<file path="src/rtl/seq_nonrestoring_divider_pkg.sv">
// Shared types and sizing helpers for the sequential non-restoring divider.
// Latency: n/a (declarations only).
// Backpressure: n/a.
package seq_nonrestoring_divider_pkg;

    typedef enum logic [1:0] {
        IDLE = 2'd0,
        RUN  = 2'd1,
        FIX  = 2'd2,
        DONE = 2'd3
    } state_t;

    localparam int DEF_WIDTH = 8;

    // Step counter width: counts WIDTH-1 down to 0, so $clog2(WIDTH) bits,
    // never narrower than one bit.
    function automatic int cnt_w(input int w);
        return (w > 2) ? $clog2(w) : 1;
    endfunction

endpackage

</file>
<file path="src/rtl/seq_nonrestoring_divider_addsub.sv">
// Ripple-carry controlled add/subtract row: sum = a + b (ctrl=0) or a - b (ctrl=1).
// Latency: combinational, zero cycles.
// Backpressure: none; pure datapath cell.
module addsub_row #(
    parameter int N = 9
) (
    input  logic [N-1:0] a,
    input  logic [N-1:0] b,
    input  logic         ctrl,
    output logic [N-1:0] sum
);

    logic [N-1:0] b_eff;
    logic [N-1:0] carry;

    // Subtract is two's complement: invert b and inject the +1 as carry-in.
    assign b_eff = b ^ {N{ctrl}};

    // Ripple chain, one full-adder cell per bit; the final carry-out is
    // discarded because all arithmetic wraps modulo 2^N.
    always_comb begin
        carry    = '0;
        carry[0] = ctrl;
        sum      = '0;
        for (int i = 0; i < N; i++) begin
            sum[i] = a[i] ^ b_eff[i] ^ carry[i];
            if (i < N - 1) begin
                carry[i+1] = (a[i] & b_eff[i]) | (carry[i] & (a[i] ^ b_eff[i]));
            end
        end
    end

endmodule

</file>
<file path="src/rtl/seq_nonrestoring_divider.sv">
// Iterative unsigned divider, one quotient bit per cycle, non-restoring algorithm.
// Latency: WIDTH+2 cycles from accepting edge to done; 1 cycle for divide by zero.
// Backpressure: start accepted only while ready (IDLE/DONE); ignored while busy.
module seq_nonrestoring_divider
    import seq_nonrestoring_divider_pkg::*;
#(
    parameter int WIDTH = DEF_WIDTH
) (
    input  logic             clk,
    input  logic             rst,
    input  logic             start,
    input  logic [WIDTH-1:0] dividend,
    input  logic [WIDTH-1:0] divisor,
    output logic             ready,
    output logic             busy,
    output logic             done,
    output logic [WIDTH-1:0] quotient,
    output logic [WIDTH-1:0] remainder,
    output logic             div_by_zero
);

    localparam int CW = cnt_w(WIDTH);

    state_t         state;
    state_t         state_nxt;
    logic [CW-1:0]  cnt;
    logic [WIDTH:0] p_reg;      // signed partial remainder
    logic [WIDTH:0] d_reg;      // divisor, zero-extended
    logic [WIDTH-1:0] q_reg;    // dividend shifting out, quotient shifting in

    logic [WIDTH:0] p_shift;
    logic [WIDTH:0] as_a;
    logic [WIDTH:0] as_sum;
    logic           as_ctrl;

    assign ready = (state == IDLE) || (state == DONE);
    assign busy  = (state == RUN)  || (state == FIX);

    // State register.
    always_ff @(posedge clk) begin
        if (rst) begin
            state <= IDLE;
        end else begin
            state <= state_nxt;
        end
    end

    // Next-state logic: zero divisor short-circuits straight to DONE.
    always_comb begin
        state_nxt = state;
        case (state)
            IDLE, DONE: begin
                if (start) begin
                    state_nxt = (divisor != '0) ? RUN : DONE;
                end
            end
            RUN: begin
                if (cnt == '0) begin
                    state_nxt = FIX;
                end
            end
            FIX:     state_nxt = DONE;
            default: state_nxt = IDLE;
        endcase
    end

    // One adder row serves both phases: in RUN it takes the shifted remainder
    // and subtracts when the old remainder is non-negative; in FIX it adds D back.
    always_comb begin
        p_shift = {p_reg[WIDTH-1:0], q_reg[WIDTH-1]};
        as_a    = p_shift;
        as_ctrl = ~p_reg[WIDTH];
        if (state == FIX) begin
            as_a    = p_reg;
            as_ctrl = 1'b0;
        end
    end

    addsub_row #(
        .N(WIDTH + 1)
    ) u_addsub_row (
        .a    (as_a),
        .b    (d_reg),
        .ctrl (as_ctrl),
        .sum  (as_sum)
    );

    // Datapath and result registers; done is a single-cycle pulse on DONE entry.
    always_ff @(posedge clk) begin
        if (rst) begin
            p_reg       <= '0;
            q_reg       <= '0;
            d_reg       <= '0;
            cnt         <= '0;
            quotient    <= '0;
            remainder   <= '0;
            div_by_zero <= 1'b0;
            done        <= 1'b0;
        end else begin
            done <= 1'b0;
            case (state)
                IDLE, DONE: begin
                    if (start) begin
                        p_reg       <= '0;
                        q_reg       <= dividend;
                        d_reg       <= {1'b0, divisor};
                        cnt         <= CW'(WIDTH - 1);
                        div_by_zero <= 1'b0;
                        if (divisor == '0) begin
                            quotient    <= '1;
                            remainder   <= dividend;
                            div_by_zero <= 1'b1;
                            done        <= 1'b1;
                        end
                    end
                end
                RUN: begin
                    p_reg <= as_sum;
                    q_reg <= {q_reg[WIDTH-2:0], ~as_sum[WIDTH]};
                    cnt   <= cnt - 1'b1;
                end
                FIX: begin
                    quotient  <= q_reg;
                    remainder <= p_reg[WIDTH] ? as_sum[WIDTH-1:0] : p_reg[WIDTH-1:0];
                    done      <= 1'b1;
                end
                default: ;
            endcase
        end
    end

endmodule
</file>
<file path="config.mk">
export PLATFORM = sky130hd
export DESIGN_NAME = seq_nonrestoring_divider
export DESIGN_NICKNAME = d
export VERILOG_FILES = /design/src/rtl/seq_nonrestoring_divider_pkg.sv /design/src/rtl/seq_nonrestoring_divider_addsub.sv /design/src/rtl/seq_nonrestoring_divider.sv
export SDC_FILE = /design/constraint.sdc
export NUM_CORES = 1
export LEC_CHECK = 0
export CORE_AREA = 2 2 93 95
export DETAILED_ROUTE_END_ITERATION = 7
export DIE_AREA = 0 0 95 97
export DONT_BUFFER_PORTS = 1
export SLEW_MARGIN = 20
export SYNTH_ARGS = -nofsm -noshare
export SYNTH_HDL_FRONTEND = slang
export SYNTH_SLANG_ARGS = --single-unit
</file>
<file path="constraint.sdc">
create_clock -name clk -period 5 [get_ports clk]
set_input_delay 0.5 -clock clk [delete_from_list [all_inputs] [get_ports clk]]
set_output_delay 0.5 -clock clk [all_outputs]
set_load 0.05 [all_outputs]
</file>
# After elaboration in Yosys (flattened, before gate mapping)
# Cells that the tools add are included.
# totals
register_bits	48
output_inout_bits	20
word_cells	96
# classes
n_addsub	1
n_eq_ne	6
muxes	22
n_bitwise	45
n_reduce_logical	13
# op_table
cell	count
8-bit two-way mux	6
8-bit one-hot mux with 2 select lines	3
9-bit two-way mux	2
9-bit one-hot mux with 2 select lines	1
1-bit XOR	18
1-bit bitwise AND	16
8-bit by 9-bit XOR with 9-bit output	1
8-bit zero test	1
1-bit bitwise OR	8
8-bit nonzero test	1
2-bit two-way mux	3
2-bit one-hot mux with 3 select lines	1
3-bit one-hot mux with 2 select lines	1
2-bit AND reduction	3
2-bit equality test (second input constant)	2
2-bit != test (second input constant)	2
2-bit nonzero test	2
3-bit zero test	1
1-bit two-way mux	3
3-bit two-way mux	1
3-bit AND reduction	1
3-bit by 1-bit subtractor with 3-bit output (second input constant)	1
2-bit by 1-bit equality test with 1-bit output (second input constant)	1
2-bit zero test	1
5 further kinds	7

# Logic depth before layout (Yosys ltp)
# Gate-level depths: netlist of run 1.
# depth
ltp_word	23
mapped_depth	20

# By module
# From an unflattened synthesis of run 1, not the netlist that was laid out.
# hier_totals
cells_unflattened	280
area_unflattened_um2	2602.5
# by_module_without_submodules
module	n_inst	cells_each	area_each_um2
seq_nonrestoring_divider	1	246	2284.7
addsub_row	1	34	317.8

# Worst setup path before layout of run 1
# OpenSTA, ideal clock, no wires.
# synth_timing
path_type	flip-flop to flip-flop
startpoint	reg state[0]
endpoint	reg q_reg[0]
setup_ns	0.070
arrival_ns	4.194
required_ns	4.930
setup_slack_ns	0.735
stages_incl_launch_ff	20
n_path_buf	1
period_less_slack_ns	4.265
path_cell_list	dfxtp_1 > inv_1 > ha_1 > clkbuf_8 > nor2_1 > xnor2_1 > fa_1 > fa_1 > inv_1 > fa_1 > fa_1 > inv_1 > fa_1 > inv_1 > fa_1 > fa_1 > xnor2_1 > xnor2_1 > a211o_1 > a21oi_1
# synth_between
elab_chain_len	23
elab_cells_between_ends	47
cone_classes	eq/ne: 4; mux: 3; bitwise: 36; reduce/logical: 4
# synth_rtl
element	line	text
start: declaration	seq_nonrestoring_divider.sv:24	state_t state;
start signal: assignment	seq_nonrestoring_divider.sv:44	state <= state_nxt;
2-bit equality test	seq_nonrestoring_divider.sv:73	if (state == FIX) begin
1-bit two-way mux	seq_nonrestoring_divider.sv:73	
8-bit by 9-bit XOR with 9-bit output	seq_nonrestoring_divider_addsub.sv:17	assign b_eff = b ^ {N{ctrl}};
1-bit XOR	seq_nonrestoring_divider_addsub.sv:28	carry[i+1] = (a[i] & b_eff[i]) | (carry[i] & (a[i] ^ b_eff[i]));
1-bit bitwise AND	seq_nonrestoring_divider_addsub.sv:28	
1-bit bitwise OR	seq_nonrestoring_divider_addsub.sv:28	
1-bit bitwise AND	seq_nonrestoring_divider_addsub.sv:28	
1-bit bitwise OR	seq_nonrestoring_divider_addsub.sv:28	
[... 7 more ...]	--	
1-bit bitwise OR	seq_nonrestoring_divider_addsub.sv:28	
1-bit bitwise AND	seq_nonrestoring_divider_addsub.sv:28	
1-bit bitwise OR	seq_nonrestoring_divider_addsub.sv:28	
1-bit bitwise AND	seq_nonrestoring_divider_addsub.sv:28	
1-bit bitwise OR	seq_nonrestoring_divider_addsub.sv:28	
1-bit XOR	seq_nonrestoring_divider_addsub.sv:26	sum[i] = a[i] ^ b_eff[i] ^ carry[i];
1-bit NOT	seq_nonrestoring_divider.sv:119	q_reg <= {q_reg[WIDTH-2:0], ~as_sum[WIDTH]};
8-bit one-hot mux with 2 select lines	seq_nonrestoring_divider.sv:101	case (state)
end signal: assignment	seq_nonrestoring_divider.sv:105	q_reg <= dividend;
end signal: assignment	seq_nonrestoring_divider.sv:119	
end: declaration	seq_nonrestoring_divider.sv:29	logic [WIDTH-1:0] q_reg;
# Parallel ways exist; a longest one is shown, timed or not.
# A chain may end at the register's enable or synchronous reset.

# Worst setup path after layout of run 1
# Ends and elaborated chain as after synthesis.

==> run summary, run 1 <==
The top cell type's share of synthesized area is 0.397, and the final RePlAce weighted congestion is 0.792. The number of flip-flops and latches in the synthesized netlist is 48, and the fraction of the cycle the final worst path needs is 0.850. The hold path depth was 1; the arrival time at the worst endpoint was 4490 ps. Ranked by total cell area, the synthesized netlist is headed by sky130_fd_sc_hd__dfxtp_1 40%, sky130_fd_sc_hd__mux2i_1 8.7%, sky130_fd_sc_hd__fa_1 5.8%, sky130_fd_sc_hd__nor2_1 5.7%, sky130_fd_sc_hd__a21oi_1 4.3%. The total via count after detailed routing came out at 1760. Critical path endpoint category: a register. The finished layout holds 354 standard cells, fillers aside. STA puts the critical path data required time at 5240 ps.

Count of pins over their slew limit: 0. Entering global routing, the biggest net connects 42 pins. The critical path in this run is classified as register to register.

Clock tree synthesis selected as its root buffer the cell sky130_fd_sc_hd__clkbuf_8. The logs give 0 for the antenna diode count and 3.98 mm for the HPWL after detailed placement. IR analysis of the VDD net gives a maximum drop of 0.000355 V. In this run the critical register-to-register path is captured at q_reg[0]. The number of iterations in the first detailed-routing pass is 5, and the initial antenna violation count is 0. In the layout the commonest cells are 48 x sky130_fd_sc_hd__dfxtp_1, 37 x sky130_fd_sc_hd__nor2_1, 21 x sky130_fd_sc_hd__mux2i_1, 21 x sky130_fd_sc_hd__nand2_1, 20 x sky130_fd_sc_hd__a21oi_1. The count of nets left with antenna violations once routing finished came out at 0. The routed length per instance was 15.4 um; the count of standard-cell rows was 33. In this run the register-to-register setup slack is 750 ps. Hold repair after CTS inserted 0 buffers.

The number of placed instances, taps included, is 346. Post-synthesis sequential area ratio: 0.397. Clock tree synthesis found a total of 48 sinks. For the unique cell type count in the Yosys netlist, the log shows 36. The headroom to the max-slew limit is 0.346, and the via count of the first global-routing pass is 1684. The tools report the residual overflow from global routing as 0. The H-tree was split into 2 levels. The logs give 5.47 mm for the final routed wirelength across all metal layers and 285 for the net count after synthesis. The tools report the worst min-delay path endpoint as remainder[1]. The analysis attributes to cell leakage a power of 0.945 nW. Footprint of the multi-input gates: 1330 sq um. The share of layout cells above drive strength 1 is 0.133, and the number of setup buffers added after CTS is 0. The launch instance of the worst min-delay path is rst.

Max-cap violations in this run came to 0. The worst register-to-register path begins at state[0]. Each instance of the synthesized netlist takes up on average 9.52 sq um. At the pin with the least slew margin, the transition time is 981 ps.

The fmax was 235 MHz. The smallest hold slack was 246 ps; the depth of the worst register-to-register path was 18. In this run the power density over the cells is 793 nW/um^2.

Synthesis produced 254 cells. The floorplan step defined a die boundary enclosing 9220 sq um. Between clock sinks in the finished design, the worst skew comes to 9.72 ps. Clock latency on the worst-skew pair, taken at its later pin, is 300 ps. The netlist area before placement came out at 2420 sq um. Cell type contributing the most total cell area after synthesis: sky130_fd_sc_hd__dfxtp_1. The tools report the number of setup violations in the final report as 0.

The floorplan step set the die width to 95 um. The overall routing resource usage came out at 0.125. The library cell used most frequently in the layout, excluding fill and tap cells, is sky130_fd_sc_hd__dfxtp_1. The register with the most flip-flops in the layout has 9 of them.

The number of hold violations in the final report was 0; the register cell area after layout was 961 sq um. After detailed routing, the number of vias per cell comes to 4.97. The logs give 8130 sq um for the area of the placeable core and 2.05 mW for the total power after layout. The number of I/O port buffers was 0. The clock passes through at most 2 buffers.

For the initial core utilization, the log shows 0.297. After detailed routing, the number of remaining DRC violations is 0. For the count of pins on the block boundary, the log shows 39. Counting the buffers created by CTS gives 5. The run finished with clean final reports.

Setup total negative slack on the finished layout was measured at 0 ps. The final critical path time including I/O delays and setup was 4250 ps; the filler cell count in the final layout was 848. The clock input transition at the sequential cells of the worst setup and hold paths came out at 90 ps.

Y dimension of the die: 97 um. The initial DRC count is 109, and the total number of yosys warnings is 0. From synthesis to final layout, the design area changed by 6.67%.

Final net count: 279. STA classifies the critical path startpoint as a register. The critical-path maximum fanout came out at 22.

For the post-cts gate resize count, the log shows 0. TritonCTS built the clock tree. The first global-routing pass estimated 8.94 mm of wire. Setup repair after global routing left no endpoint under its margin. Worst hold path class: input port to register.
-- worst max-delay path, cell delays in order, from the launching register on --
cell	delay (ps)
sky130_fd_sc_hd__dfxtp_1	350
sky130_fd_sc_hd__inv_1	70
sky130_fd_sc_hd__ha_1	260
sky130_fd_sc_hd__buf_4	310
sky130_fd_sc_hd__mux2i_1	280
sky130_fd_sc_hd__fa_1	230
sky130_fd_sc_hd__fa_1	160
sky130_fd_sc_hd__inv_1	50
sky130_fd_sc_hd__fa_1	370
sky130_fd_sc_hd__fa_1	360
sky130_fd_sc_hd__inv_1	70
sky130_fd_sc_hd__fa_1	150
sky130_fd_sc_hd__inv_1	50
sky130_fd_sc_hd__fa_1	370
sky130_fd_sc_hd__fa_1	390
sky130_fd_sc_hd__xnor2_1	150
sky130_fd_sc_hd__xnor2_1	150
sky130_fd_sc_hd__a211o_1	290
sky130_fd_sc_hd__a21oi_1	130
-- synthesized netlist by cell type (all sizes together) --
| cell | n |
|---|---|
| a211o | 1 |
| a211oi | 13 |
| a21o | 1 |
| a21oi | 21 |
| a221oi | 2 |
| a22oi | 5 |
| a2bb2oi | 3 |
| and2 | 1 |
| buf | 6 |
| clkbuf | 10 |
| clkinv | 1 |
| dfxtp | 48 |
| fa | 7 |
| ha | 5 |
| inv | 12 |
| mux2 | 5 |
| mux2i | 21 |
| nand2 | 21 |
| nand2b | 1 |
| nand3 | 1 |
| nor2 | 37 |
| nor3 | 4 |
| nor3b | 1 |
| o211a | 1 |
| o21a | 1 |
| o21ai | 2 |
| o221a | 8 |
| o221ai | 1 |
| o32ai | 1 |
| or4 | 2 |
| xnor2 | 5 |
| xor2 | 6 |
-- final cells by class --
class                   count  share of cell area
clock buffers               5              0.0267
repair buffers              3             0.00873
well taps                 105              0.0509
flip-flops and latches     48               0.372
inverters                  13              0.0189
multi-input cells         177               0.515
clock inverters             3             0.00727
-- logic make-up (layout without fill, tap and decap cells) --
logic type / Yosys count / count (layout) / synth area share
and+or+nand+nor: 68 / 68 / 0.118
AOI/OAI and AO/OA: 60 / 60 / 0.195
DFF: 48 / 48 / 0.397
buffers and inverters: 29 / 24 / 0.0564
muxes: 26 / 26 / 0.110
adders and majority gates: 12 / 12 / 0.0838
xor gates and xnor gates: 11 / 11 / 0.0398
-- metrics by stage --
| stage | worst slack (ps) | utilization | area [sq um] |
|---|---|---|---|
| finish | 749 | 0.317 | 2580 |
| CTS | 750 | 0.316 | 2570 |
| global route | 454 | 0.317 | 2580 |
| global placement | 859 | 0.305 | 2480 |
| detailed placement | 778 | 0.305 | 2480 |
| floorplan | 735 | - | 2420 |
-- worst max path at each step --
stage | start | end | cells after the start
5_1_grt | state[0] | q_reg[0] | 18
6_report | state[0] | q_reg[0] | 18
3_3_place_gp | state[0] | q_reg[0] | 18
3_5_place_dp | state[0] | q_reg[0] | 18
2_1_floorplan | state[0] | q_reg[0] | 19
4_1_cts | state[0] | q_reg[0] | 18
-- power breakdown --
group	switching [mW]	total, mW	internal, mW
Combinational	0.627	1.08	0.451
Sequential	0.235	0.736	0.501
Clock	0.135	0.233	0.0977
-- metal layers --
layer | vias to the layer above | track usage | share of wire
met3 | 8 | 0.0405 | 0.079
met5 | - | 0 | 0
met2 | 55 | 0.174 | 0.42
li1 | 878 | - | -
met4 | 0 | 0.0334 | 0.011
met1 | 819 | 0.184 | 0.49
Note: power is estimated with default switching activity, not from simulation.
==> run 2, diff against run 1 <==
ABC_AREA = 1   (was unset)
CORE_AREA = 2 2 96 98   (was 2 2 93 95)
DIE_AREA = 0 0 98 100   (was 0 0 95 97)
==> run 2 against run 1 <==
Fmax is 5.8% lower. Combinational power hardly changed. Worst hold slack better by 5.5 ps. Die area is 6.3% higher. Flip-flop and latch count stayed put. Synthesized cell count is 35% higher. Core utilization is 1.5 points lower. Critical path depth is 2 higher. Count of clock-buffer cells in the layout is 2 higher. Final area is 4.1% higher. Routed wire length is 6.9% higher. Critical path type unchanged. Highest routed layer unchanged.
==> run summary, run 2 <==
The floorplan step defined a die boundary enclosing 9800 sq um. For the initial core utilization, the log shows 0.286. The routed length per instance is 13.1 um. For the post-synthesis sequential area ratio, the log shows 0.378.

Counting along the longest clock path gives a buffer depth of 2. The tools report the critical path endpoint category as a register. The number of nets in the synthesized netlist is 375.

Entering global routing, the biggest net connects 35 pins. In the synthesized netlist, the cells that appear most often are 77 x sky130_fd_sc_hd__nand2_1, 59 x sky130_fd_sc_hd__nor2_1, 48 x sky130_fd_sc_hd__dfxtp_1. Across the VDD grid, the largest voltage drop is 0.000378 V.

The mean cell area of the mapped netlist came out at 7.39 sq um. Setup repair after global routing left no endpoint under its margin. The critical-path maximum fanout is 22, and the share of layout cells above drive strength 1 is 0.0657. The repair_antennas step left the layout with diodes totalling 0.

The final critical path time including I/O delays and setup was 4510 ps; the power per cell area was 803 nW/um^2. The fraction of the cycle the final worst path needs is 0.903, and the number of H-tree levels is 2. The layout has 982 filler cells. The pin slew with the least headroom to its limit is 907 ps, and the number of flip-flops and latches in the synthesized netlist is 48. Netlist area before placement: 2540 sq um.

The number of synthesized flops with an enable pin was 0. The cell type contributing the most total cell area after synthesis was sky130_fd_sc_hd__dfxtp_1. In this run, CTS created clock tree buffers numbering 5.

The count of pins over their slew limit is 0, and the clock input transition at the sequential cells of the worst setup and hold paths is 90 ps. In the synthesized netlist the dominant register cell turns out to be sky130_fd_sc_hd__dfxtp_1. The top cell type's share of synthesized area came out at 0.378. After synthesis, the cell types taking the most area are sky130_fd_sc_hd__dfxtp_1 38%, sky130_fd_sc_hd__nand2_1 11%, sky130_fd_sc_hd__nor2_1 8.7%, sky130_fd_sc_hd__o21ai_0 6.1%, sky130_fd_sc_hd__fa_1 5.5%. The path class of the tightest hold or removal check is input port to register. The tool flagged a number of max-cap violations equal to 0.

Root buffer selected by CTS: sky130_fd_sc_hd__clkbuf_8. The total number of yosys warnings was 0. Using the TritonRoute via totals, the vias-per-cell ratio works out to 4.61.

The y dimension of the die was 100 um; the count of standard-cell rows was 35. The initial DRC count is 125. The flow ran to the end, and the final reports show no timing, DRC or antenna violations.

The via count of the first global-routing pass is 1978, and the share of flip-flops with an asynchronous set or reset is 0. The unique cell type count in the Yosys netlist came out at 34. The fmax was 222 MHz; the headroom to the max-slew limit was 0.394. The final layout contains 365 nets. The library cells used most frequently in the layout, excluding fill and tap cells, are 77 x sky130_fd_sc_hd__nand2_1, 59 x sky130_fd_sc_hd__nor2_1, 48 x sky130_fd_sc_hd__dfxtp_1. The final RePlAce weighted congestion is 0.855, and the reported leakage power is 1.11 nW. The most numerous cell in the Yosys netlist was sky130_fd_sc_hd__nand2_1. Initial antenna violation count: 0. The clock arrives with 9.85 ps of skew. Setup violations remaining at the end of the flow were counted as 0. Filler-free cell count of the finished design: 446. The type of element launching the critical path is a register. TritonCTS built the clock tree. For the final routed database, the setup TNS stands at 0 ps. Relative to the synthesized area, the layout overhead comes to 5.66%. The post-synthesis instance total was 344; the number of hold violations in the final report was 0. The insertion delay to the later sink of the worst-skew pair is 300 ps. Post-CTS timing repair inserted 0 buffers for setup.

The region available for standard cell placement spans 8890 sq um. The flip-flop count of the largest register, all copies and words added works out to 9. Data on the critical path arrives at its endpoint at 4760 ps. The logs give 0.123 for the overall routing resource usage and 48 for the number of sinks handled by clock tree synthesis. The final layout contains routed wiring with a total length of 5.85 mm.

The count of pins on the block boundary is 39, and the wire length of the first global-routing pass is 9.81 mm. The cell count after placement came out at 438. In this run the tool buffered the top-level ports with 0 buffer cells. The critical path is of the register to register type. Measured along the x axis, the die boundary spans 98 um. The run gives 2058 as the total via count after detailed routing.

The run gives 0 as the post-cts gate resize count. The residual overflow from global routing came out at 0. The library cell used most frequently in the layout, excluding fill and tap cells, is sky130_fd_sc_hd__nand2_1.

STA puts the critical path data required time at 5250 ps. Number of hold buffers added after CTS: 0. The number of iterations in the first detailed-routing pass was 4; the total DRC errors in the routed layout was 0. The HPWL after detailed placement was 4.28 mm. The count of nets left with antenna violations once routing finished came out at 0.
run 2: cell count changes after synthesis, moves of 4 or more:
cell | before | now
sky130_fd_sc_hd__clkbuf_1 | 9 | 5
sky130_fd_sc_hd__o21ai_0 | 0 | 31
sky130_fd_sc_hd__nand3_1 | 1 | 9
sky130_fd_sc_hd__nand2_1 | 21 | 77
sky130_fd_sc_hd__nor2_1 | 37 | 59
sky130_fd_sc_hd__a211oi_1 | 10 | 2
sky130_fd_sc_hd__inv_1 | 12 | 30
sky130_fd_sc_hd__mux2_2 | 5 | 0
sky130_fd_sc_hd__o221a_2 | 8 | 0
sky130_fd_sc_hd__mux2i_1 | 21 | 0
sky130_fd_sc_hd__a31oi_1 | 0 | 5
run 2: path summary, 6_finish.rpt:
check                 from            to  slack, ps  cells after the start
setup / recovery  state[0]  remainder[7]        490                     20
hold / removal         rst        cnt[2]        250                      1
setup reg to reg  state[0]  remainder[7]        490                     20
hold reg to reg     cnt[0]        cnt[0]        460                      1
run 2: critical path, stage by stage (launching register included):
cell and delay (ps):
sky130_fd_sc_hd__dfxtp_1 370, sky130_fd_sc_hd__inv_1 70, sky130_fd_sc_hd__ha_1 440, sky130_fd_sc_hd__nor2_2 440, sky130_fd_sc_hd__xnor2_1 210, sky130_fd_sc_hd__fa_1 230
sky130_fd_sc_hd__fa_1 170, sky130_fd_sc_hd__inv_1 50, sky130_fd_sc_hd__fa_1 390, sky130_fd_sc_hd__fa_1 370, sky130_fd_sc_hd__inv_1 90, sky130_fd_sc_hd__fa_1 170
sky130_fd_sc_hd__inv_1 50, sky130_fd_sc_hd__fa_1 370, sky130_fd_sc_hd__fa_1 510, sky130_fd_sc_hd__nand2_1 60, sky130_fd_sc_hd__a21oi_1 160, sky130_fd_sc_hd__a21oi_1 50
sky130_fd_sc_hd__nand2_1 80, sky130_fd_sc_hd__nand2_1 70, sky130_fd_sc_hd__nor2_1 100
run 2: layer usage:
metal  part of all wire  up-vias  global-route usage
met4              0.014        0              0.0321
met2               0.44       50               0.191
met3              0.066        8              0.0418
met1               0.48      927               0.165
li1                   -     1073                   -
met5                  0        -                   0
run 2: through the flow:
step	hold slack, ps	setup WS [ps]	power, mW	util	cell area [sq um]
after floorplan	422	1030	1.69	-	2540
after global placement	442	674	1.85	0.288	2560
after detailed placement	444	550	1.86	0.288	2560
after CTS	241	486	2.17	0.302	2690
after global routing	235	123	2.36	0.302	2690
final	252	487	2.16	0.302	2690
run 2: logic make-up after synthesis:
kind of cell | count (synthesis) | synth area share
flops | 48 | 0.378
compound gates | 75 | 0.182
buf+inv | 52 | 0.104
fa+ha+maj | 12 | 0.0797
simple gates | 150 | 0.232
xor+xnor | 7 | 0.0241
run 2: layout make-up:
| cell class | count | area (sq um) | share of cell area |
|---|---|---|---|
| Timing Repair Buffer | 1 | 7.51 | 0.00279 |
| Inverter | 34 | 135 | 0.0503 |
| Clock inverter | 1 | 30.0 | 0.0112 |
| Multi-Input combinational cell | 244 | 1320 | 0.490 |
| Clock buffer | 7 | 96.3 | 0.0359 |
| Tap cell | 111 | 139 | 0.0517 |
| Sequential cell | 48 | 961 | 0.358 |
run 2: power breakdown:
part,total (mW),internal [mW],switching (mW)
Combinational,1.10,0.395,0.710
Clock,0.309,0.177,0.132
Sequential,0.743,0.522,0.221
Total,2.16,1.09,1.06
